## config.mk

```make
export PLATFORM = sky130hd
export DESIGN_NAME = imem_dmem_arbiter
export DESIGN_NICKNAME = d
export VERILOG_FILES = /design/src/rtl/imem_dmem_arbiter.sv
export SDC_FILE = /design/constraint.sdc
export NUM_CORES = 1
export LEC_CHECK = 0
export ABC_AREA = 1
export BUFFER_PORTS_ARGS = -buffer_cell sky130_fd_sc_hd__clkbuf_2
export CAP_MARGIN = 20
export CORE_AREA = 2 2 85 87
export CTS_BUF_LIST = sky130_fd_sc_hd__clkbuf_8
export DETAILED_ROUTE_END_ITERATION = 16
export DIE_AREA = 0 0 87 89
export GPL_ROUTABILITY_DRIVEN = 0
export GPL_TIMING_DRIVEN = 0
export SYNTH_ARGS = -nofsm -noshare
export SYNTH_HDL_FRONTEND = slang
export SYNTH_SLANG_ARGS = --single-unit
```

## constraint.sdc

```tcl
create_clock -name clk -period 4.1 [get_ports clk]
set_input_delay 0.41 -clock clk [delete_from_list [all_inputs] [get_ports clk]]
set_output_delay 0.41 -clock clk [all_outputs]
set_load 0.005 [all_outputs]
```

## src/rtl/imem_dmem_arbiter.sv

```systemverilog
// Shares one single-port synchronous memory between fetch (IF) and load/store (D).
// Define ARB_RR_EN for round-robin contention; default is D priority with an IF starvation guard.
module imem_dmem_arbiter #(
    parameter int unsigned ADDR_W   = 14,
    parameter int unsigned DATA_W   = 32,
    parameter int unsigned MEM_LAT  = 1,
    parameter int unsigned MAX_WAIT = 4
) (
    input  logic                  clk,
    input  logic                  rst_n,
    input  logic                  if_req,
    input  logic [ADDR_W-1:0]     if_addr,
    output logic                  if_gnt,
    output logic                  if_rvalid,
    output logic [DATA_W-1:0]     if_rdata,
    input  logic                  d_req,
    input  logic [DATA_W/8-1:0]   d_we,
    input  logic [ADDR_W-1:0]     d_addr,
    input  logic [DATA_W-1:0]     d_wdata,
    output logic                  d_gnt,
    output logic                  d_rvalid,
    output logic [DATA_W-1:0]     d_rdata,
    output logic                  mem_en,
    output logic [DATA_W/8-1:0]   mem_we,
    output logic [ADDR_W-1:0]     mem_addr,
    output logic [DATA_W-1:0]     mem_wdata,
    input  logic [DATA_W-1:0]     mem_rdata,
    output logic                  busy
);

    localparam logic [3:0] MaxWaitC = 4'(MAX_WAIT);

    logic [3:0]         wait_cnt_q, wait_cnt_d;
    logic [MEM_LAT-1:0] tag_vld_q, tag_vld_d;
    // Owner bit per tag stage: 1 = D, 0 = IF.
    logic [MEM_LAT-1:0] tag_own_q, tag_own_d;
    logic               if_win, d_win;
    logic               tag_in_vld, tag_in_own;

`ifdef ARB_RR_EN
    logic last_owner_q, last_owner_d;

    always_comb begin
        if_win       = if_req & (~d_req | last_owner_q);
        d_win        = d_req & ~if_win;
        last_owner_d = (if_req & d_req) ? d_win : last_owner_q;
    end

    always_ff @(posedge clk or negedge rst_n) begin
        if (!rst_n) begin
            last_owner_q <= 1'b0;
        end else begin
            last_owner_q <= last_owner_d;
        end
    end
`else
    always_comb begin
        if_win = if_req & (~d_req | (wait_cnt_q == MaxWaitC));
        d_win  = d_req & ~if_win;
    end
`endif

    // Grants are masked while reset is held so every output reads 0 in reset.
    always_comb begin
        if_gnt    = if_win & rst_n;
        d_gnt     = d_win & rst_n;
        mem_en    = if_gnt | d_gnt;
        mem_we    = d_gnt ? d_we : '0;
        mem_wdata = d_gnt ? d_wdata : '0;
        if (if_gnt) begin
            mem_addr = if_addr;
        end else if (d_gnt) begin
            mem_addr = d_addr;
        end else begin
            mem_addr = '0;
        end
    end

    always_comb begin
        wait_cnt_d = 4'd0;
        if (if_req && !if_gnt) begin
            wait_cnt_d = (wait_cnt_q == MaxWaitC) ? wait_cnt_q : wait_cnt_q + 4'd1;
        end
    end

    assign tag_in_vld = if_gnt | (d_gnt & ~(|d_we));
    assign tag_in_own = d_gnt;

    if (MEM_LAT > 1) begin : g_shift
        assign tag_vld_d = {tag_vld_q[MEM_LAT-2:0], tag_in_vld};
        assign tag_own_d = {tag_own_q[MEM_LAT-2:0], tag_in_own};
    end else begin : g_single
        assign tag_vld_d = tag_in_vld;
        assign tag_own_d = tag_in_own;
    end

    always_ff @(posedge clk or negedge rst_n) begin
        if (!rst_n) begin
            wait_cnt_q <= 4'd0;
            tag_vld_q  <= '0;
            tag_own_q  <= '0;
        end else begin
            wait_cnt_q <= wait_cnt_d;
            tag_vld_q  <= tag_vld_d;
            tag_own_q  <= tag_own_d;
        end
    end

    assign if_rvalid = tag_vld_q[MEM_LAT-1] & ~tag_own_q[MEM_LAT-1];
    assign d_rvalid  = tag_vld_q[MEM_LAT-1] & tag_own_q[MEM_LAT-1];
    assign if_rdata  = mem_rdata;
    assign d_rdata   = mem_rdata;
    assign busy      = |tag_vld_q;

endmodule

```

==> results of run 1 <==
## final cells by class
class,count,area share
Buffer,75,0.2248
Clock buffer,3,0.01671
Inverter,45,0.06835
Multi-Input combinational cell,105,0.2122
Sequential cell,6,0.06076
Tap cell,80,0.04051
Timing Repair Buffer,186,0.3767
## power breakdown
group           total, W  switching (W)  internal (W)  leakage, nW
Combinational   0.000222      0.0000959      0.000126         1.65
Clock          0.0000870      0.0000241     0.0000629       0.0216
Sequential     0.0000718     0.00000662     0.0000651       0.0803
Total           0.000381       0.000127      0.000254         1.75
## worst paths after layout
kind	from	to	slack (ns)
max reg2reg	wait_cnt_q[0]	tag_own_q	2.55
max	wait_cnt_q[0]	mem_wdata[16]	1.84
min	rst_n	wait_cnt_q[1]	0.02
max in group asynchronous	rst_n	wait_cnt_q[2]	3.92
min reg2reg	wait_cnt_q[3]	wait_cnt_q[3]	0.57
min in group clk	d_we[2]	busy	0.48
## cell usage after synthesis
master    number  area [µm²]
and2_1         1       6.260
buf_2          5       25.02
nand2_1       20       75.07
xor2_1         1       8.760
buf_4         64       480.5
buf_8          1       15.01
nor2_1        41       153.9
clkbuf_1       2       7.510
clkbuf_2       1       5.000
nand3_4        1       17.52
nand3_1       17       85.08
nand2_4        3       33.78
inv_2          1       3.750
inv_1         44       165.2
ha_1           2       25.02
buf_6          2       22.52
o21ai_0        2       10.01
xnor2_1        1       8.760
nand4_1       16       100.1
dfrtp_1        6       150.1
## flip-flops by register name, indices dropped and copies added, names as in the netlist
| name | flops |
|---|---|
| busy | 1 |
| tag_own_q | 1 |
| wait_cnt_q | 4 |
## per-stage QoR
stage                     hold WS [ns]   power, W  instance area [µm²]
after floorplan                 0.1144  0.0001933                 1399
after global placement          0.2488  0.0002933                 2430
after detailed placement        0.2508  0.0002972                 2430
after CTS                      0.01707  0.0003865                 2471
after global routing           0.03302  0.0004110                 2471
final                          0.01882  0.0003810                 2471
## metal layers
layer,up-vias,part of all wire
li1,1009,-
met1,795,0.38
met2,116,0.52
met3,6,0.092
met4,0,0.010
met5,-,0
## cells in the final DEF, fill, tap and decap left out
cell type / synthesis / final
clkbuf_2: 1 / 187
buf_4: 64 / 64
inv_1: 44 / 44
nor2_1: 41 / 41
nand2_1: 20 / 20
nand3_1: 17 / 17
nand4_1: 16 / 16
dfrtp_1: 6 / 6
buf_2: 5 / 5
nand2_4: 3 / 3
clkbuf_8: 0 / 3
buf_6: 2 / 2
clkbuf_1: 2 / 2
o21ai_0: 2 / 2
ha_1: 2 / 2
nand3_4: 1 / 1
inv_2: 1 / 1
buf_8: 1 / 1
xor2_1: 1 / 1
xnor2_1: 1 / 1
and2_1: 1 / 1
## cells by family (layout without fill, tap and decap cells)
group           Yosys count  after routing  share of synthesized area
fa+ha+maj                 2              2                    0.01789
simple gates             99             99                     0.3372
flops                     6              6                     0.1073
xor+xnor                  2              2                    0.01252
buf+inv                 120            309                     0.5179
compound gates            2              2                   0.007156
==> impl_metrics.yaml, run 1 <==
sta:
  max_freq_mhz: 441.8
  final.setup.worst_slack_ns: 1.837
  maxSlewHeadroom: 0.6412
  drv_slew: 0
  clock_skew_ns: 0.0004375
  worst_pin_slew_ns: 0.5382
  period_minus_slack_ns: 2.263
  post-route-period-util: 0.5520
  tns_ns: 0
  finalSetupViolCount: 0
  hold_viol_final: 0
  rsz0062_at_grt: "false"
hold_path:
  hold_path_class: "in -> async"
cells_and_area:
  drive_above_1_share: 0.6357
  syn_to_final_growth_pct: 76.65
  final_cells: 500
  n_fill_cell: 742
  ff_latch_area_um2: 150.1
  layout.nets: 524
  final_util: 0.3678
  multi_input_area_um2: 524.3
  n_antenna_cell: 0
pwr:
  power.leakage_nw: 1.754
  peakVddDrop_v: 0.00007082
  p_per_area_nw_per_um2: 154.2
global_routing:
  grt_max_degree: 11
  grt_pass1_vias: 1584
  grt_usage: 0.1140
  antenna_found_initial: 0
  grtUsageMet2: 0.2193
  use_met3: 0.01477
  overflow: 0
  grt_most_used_layer: "met2"
  grt_pass1_wl_um: 7065
  use_met1: 0.1327
clocking:
  cts_tree: "yes"
  cts-root-buf: "clkbuf_8"
  cts-htree-levels: 1
  cts-hold-fix-buffers: 0
  clock_latency_ns: 0.22
  cts_sinks: 6
  cts_made_buffers: 3
  cts_resized: 0
  cts.clk_slew.worst_paths_ns: 0.04
  cts_setup_buffers: 0
  cts_buffer_depth: 2
synth:
  ys_seq_area_frac: 0.1073
  syn_area_per_cell_um2: 6.056
  ys_warn_count: 0
  syn_area_um2: 1399
  ys_ff_latch: 6
  synth_cell_types: 20
  syn_inst: 231
  syn-num-nets: 333
worst_setup_path:
  worst-r2r-cell-count: 9
  critPathBufInv: 4
  cp_max_fo: 10
  path_common_cell: "nand2_4"
  cp.arrival_ns: 1.85
  path_cells: "inv_1, ha_1, nand3_4, nand2_4, nand2_4, nand2_4, buf_6, buf_6, nor2_1, clkbuf_2"
  crit_path_start_kind: "flop"
  cp.required_ns: 3.69
  path_depth: 10
  crit_family: "simple AND/OR/NAND/NOR gates"
  critPathKind: "reg -> out"
  slowest_delay_ns: 0.39
  cp-end-kind: "primary output"
  cp_slowest_cell: "dfrtp_1"
status:
  status: "finished clean"
floorplanning:
  die_area_um2: 7743
  rows: 30
  fp.dieH_um: 89
  initial_utilization: 0.2082
  ios: 220
  coreArea_um2: 6719
  die_w_um: 87
flow_run:
  drv_cap: 0
placement:
  place_hpwl_um: 4515
  post-place-cells: 497
  dpl_worst_slack_ns: 2.073
  port_buffers: 186
detailed_routing:
  drc: 0
  drt_iter0_drc: 52
  drtAntennaViolNets: 0
  wl_per_cell_um: 10.12
  viasPerCell: 3.852
  num_vias: 1926
  drt_wl_total_um: 5060
  drt_pre_antenna_iters: 4
No activity file was read; power rests on OpenSTA's default activity.
==> run 2, diff against run 1 <==
- clock period: 4.1 -> 2 ns (I/O delays scaled with it)
==> run 2 against run 1 <==
Core utilization increased by 0.63 points; via count increased by 0.78%; critical path depth unchanged; die area did not move; flip-flop and latch count is the same; cell count rose by 0.80%; worst setup slack got worse by 1.7 ns; critical path type unchanged; critical endpoint is now mem_wdata[17]; largest cell class unchanged.
==> impl_metrics.yaml, run 2 (same netlist as run 1, synthesis figures left out) <==
worst_setup_path:
  r2r-start: "wait_cnt_q[1]"
  worst-r2r-cell-count: 8
  critPathLaunch: "wait_cnt_q[1]"
  cp-end-kind: "primary output"
  path_common_cell: "nand2_4"
  cp.arrival_ns: 1.67
  cp_max_fo: 10
  reg2reg_slack_ns: 0.52
  crit_path_start_kind: "flop"
  path_cells: "inv_1, ha_2, nand3_4, nand2_4, nand2_4, nand2_4, buf_6, buf_6, nor2_1, clkbuf_2"
  slowest_delay_ns: 0.38
  cp.required_ns: 1.80
  reg2reg_to: "wait_cnt_q[3]"
  cp_slowest_cell: "dfrtp_1"
  path_depth: 10
  critPathKind: "reg -> out"
  critPathBufInv: 4
  crit_family: "buffers and inverters"
detailed_routing:
  drt_iter0_drc: 57
  viasPerCell: 3.851
  wl_per_cell_um: 10.13
  drtAntennaViolNets: 0
  drt_pre_antenna_iters: 4
  drt_wl_total_um: 5108
  num_vias: 1941
  drc: 0
sta:
  post-route-period-util: 0.9340
  tns_ns: 0
  max_freq_mhz: 535.3
  period_minus_slack_ns: 1.868
  clock_skew_ns: 0.0007233
  finalSetupViolCount: 0
  maxSlewHeadroom: 0.6332
  drv_slew: 0
  hold_viol_final: 0
  rsz0062_at_grt: "false"
  worst_pin_slew_ns: 0.5502
  final.setup.worst_slack_ns: 0.1319
pwr:
  power.leakage_nw: 1.774
  p_per_area_nw_per_um2: 318.7
  switching_share: 0.3306
  power.internal_w: 0.0005363
  p_sw_w: 0.0002649
  pwr-share-seq: 0.180
  peakVddDrop_v: 0.0001452
  p_comb_frac: 0.596
  p_clk_frac: 0.224
clocking:
  cts.clk_slew.worst_paths_ns: 0.04
  cts-htree-levels: 1
  cts_sinks: 6
  cts_made_buffers: 3
  cts-root-buf: "clkbuf_8"
  cts_buffer_depth: 2
  cts_tree: "yes"
  clock_latency_ns: 0.22
status:
  status: "finished clean"
floorplanning:
  rows: 30
  die_w_um: 87
  die_area_um2: 7743
  ios: 220
  initial_utilization: 0.2082
  coreArea_um2: 6719
  fp.dieH_um: 89
placement:
  place_hpwl_um: 4515
  port_buffers: 186
  dpl_worst_slack_ns: 0.1956
cells_and_area:
  n_antenna_cell: 0
  drive_above_1_share: 0.6439
  largest_reg_flops: 4
  mostFrequentLayoutCell: "clkbuf_2"
  n_fill_cell: 743
  layout.nets: 528
  syn_to_final_growth_pct: 79.70
  layout_common_cells: "187 x clkbuf_2, 67 x buf_4, 43 x inv_1"
  top_register: "wait_cnt_q"
global_routing:
  grt_usage: 0.1152
  antenna_found_initial: 0
  grt_pass1_vias: 1596
  overflow: 0
  grt_pass1_wl_um: 7134
  grt_max_degree: 11
hold_path:
  hold_path_class: "in -> reg"
  hold-path-cell-count: 4
  min_from: "d_we[2]"
  min_to: "busy"
flow_run:
  drv_cap: 0
[run 2: cell types whose count changed in the layout (fill, tap and decap cells not counted), sizes merged]
cell,delta
clkbuf,+2
buf,+1
dlygate4sd3,+1
[run 2: per-stage QoR]
step,area (µm²),std cells,total power (W),util,hold slack (ns)
3_3_place_gp,2430,497,0.0006013,0.3616,0.03882
6_report,2514,504,0.0008012,0.3741,0.2719
2_1_floorplan,1399,231,0.0003963,-,-0.09559
3_5_place_dp,2430,497,0.0006092,0.3616,0.04082
4_1_cts,2491,502,0.0007994,0.3708,0.2789
5_1_grt,2514,504,0.0008628,0.3741,0.3222
[run 2: how the worst max path moves through the flow]
stage | to | slack [ns]
floorplan | mem_wdata[13] | 0.47
detailed placement | mem_wdata[16] | 0.20
global placement | mem_wdata[16] | 0.20
finish | mem_wdata[17] | 0.13
CTS | mem_wdata[16] | 0.04
global route | d_gnt | 0.02
[run 2: layer usage]
| layer | part of all wire | vias to the layer above | wire length, µm | track usage |
|---|---|---|---|---|
| li1 | - | 1015 | - | - |
| met1 | 0.38 | 806 | 1922 | 0.1343 |
| met2 | 0.52 | 114 | 2666 | 0.2214 |
| met3 | 0.091 | 6 | 466 | 0.01477 |
| met4 | 0.010 | 0 | 53 | 0.02841 |
| met5 | 0 | - | 0 | 0 |
[run 2: power by group through the flow]
stage               clock network [W]  registers [W]  logic (W)
floorplan                           0       0.000145   0.000251
global placement                    0       0.000149   0.000452
detailed placement                  0       0.000149   0.000460
CTS                          0.000183       0.000146   0.000471
global route                 0.000186       0.000146   0.000530
finish                       0.000179       0.000144   0.000478
[run 2: final cells by class]
cell class                 count  area [µm²]  area share
timing repair buffer         190       963.4      0.3833
buffer                        75       560.5      0.2230
multi-input combinational    105       529.3      0.2106
inverter                      45       168.9     0.06720
sequential                     6       150.1     0.05973
tap                           80       100.1     0.03982
clock buffer                   3       41.29     0.01643
[run 2: worst min-delay path: stages]
cell and delay, ns:
clkbuf_2 0.07, inv_1 0.04, nand4_1 0.07, o21ai_0 0.07
[run 2: repair_timing]
action                                  CTS  global route
resized for setup                         1             4
endpoints found under the setup margin    1            40
pin swaps                                 1             1
buffers inserted                          1             2
endpoints found under the hold margin     6             0
hold buffers                              1             0
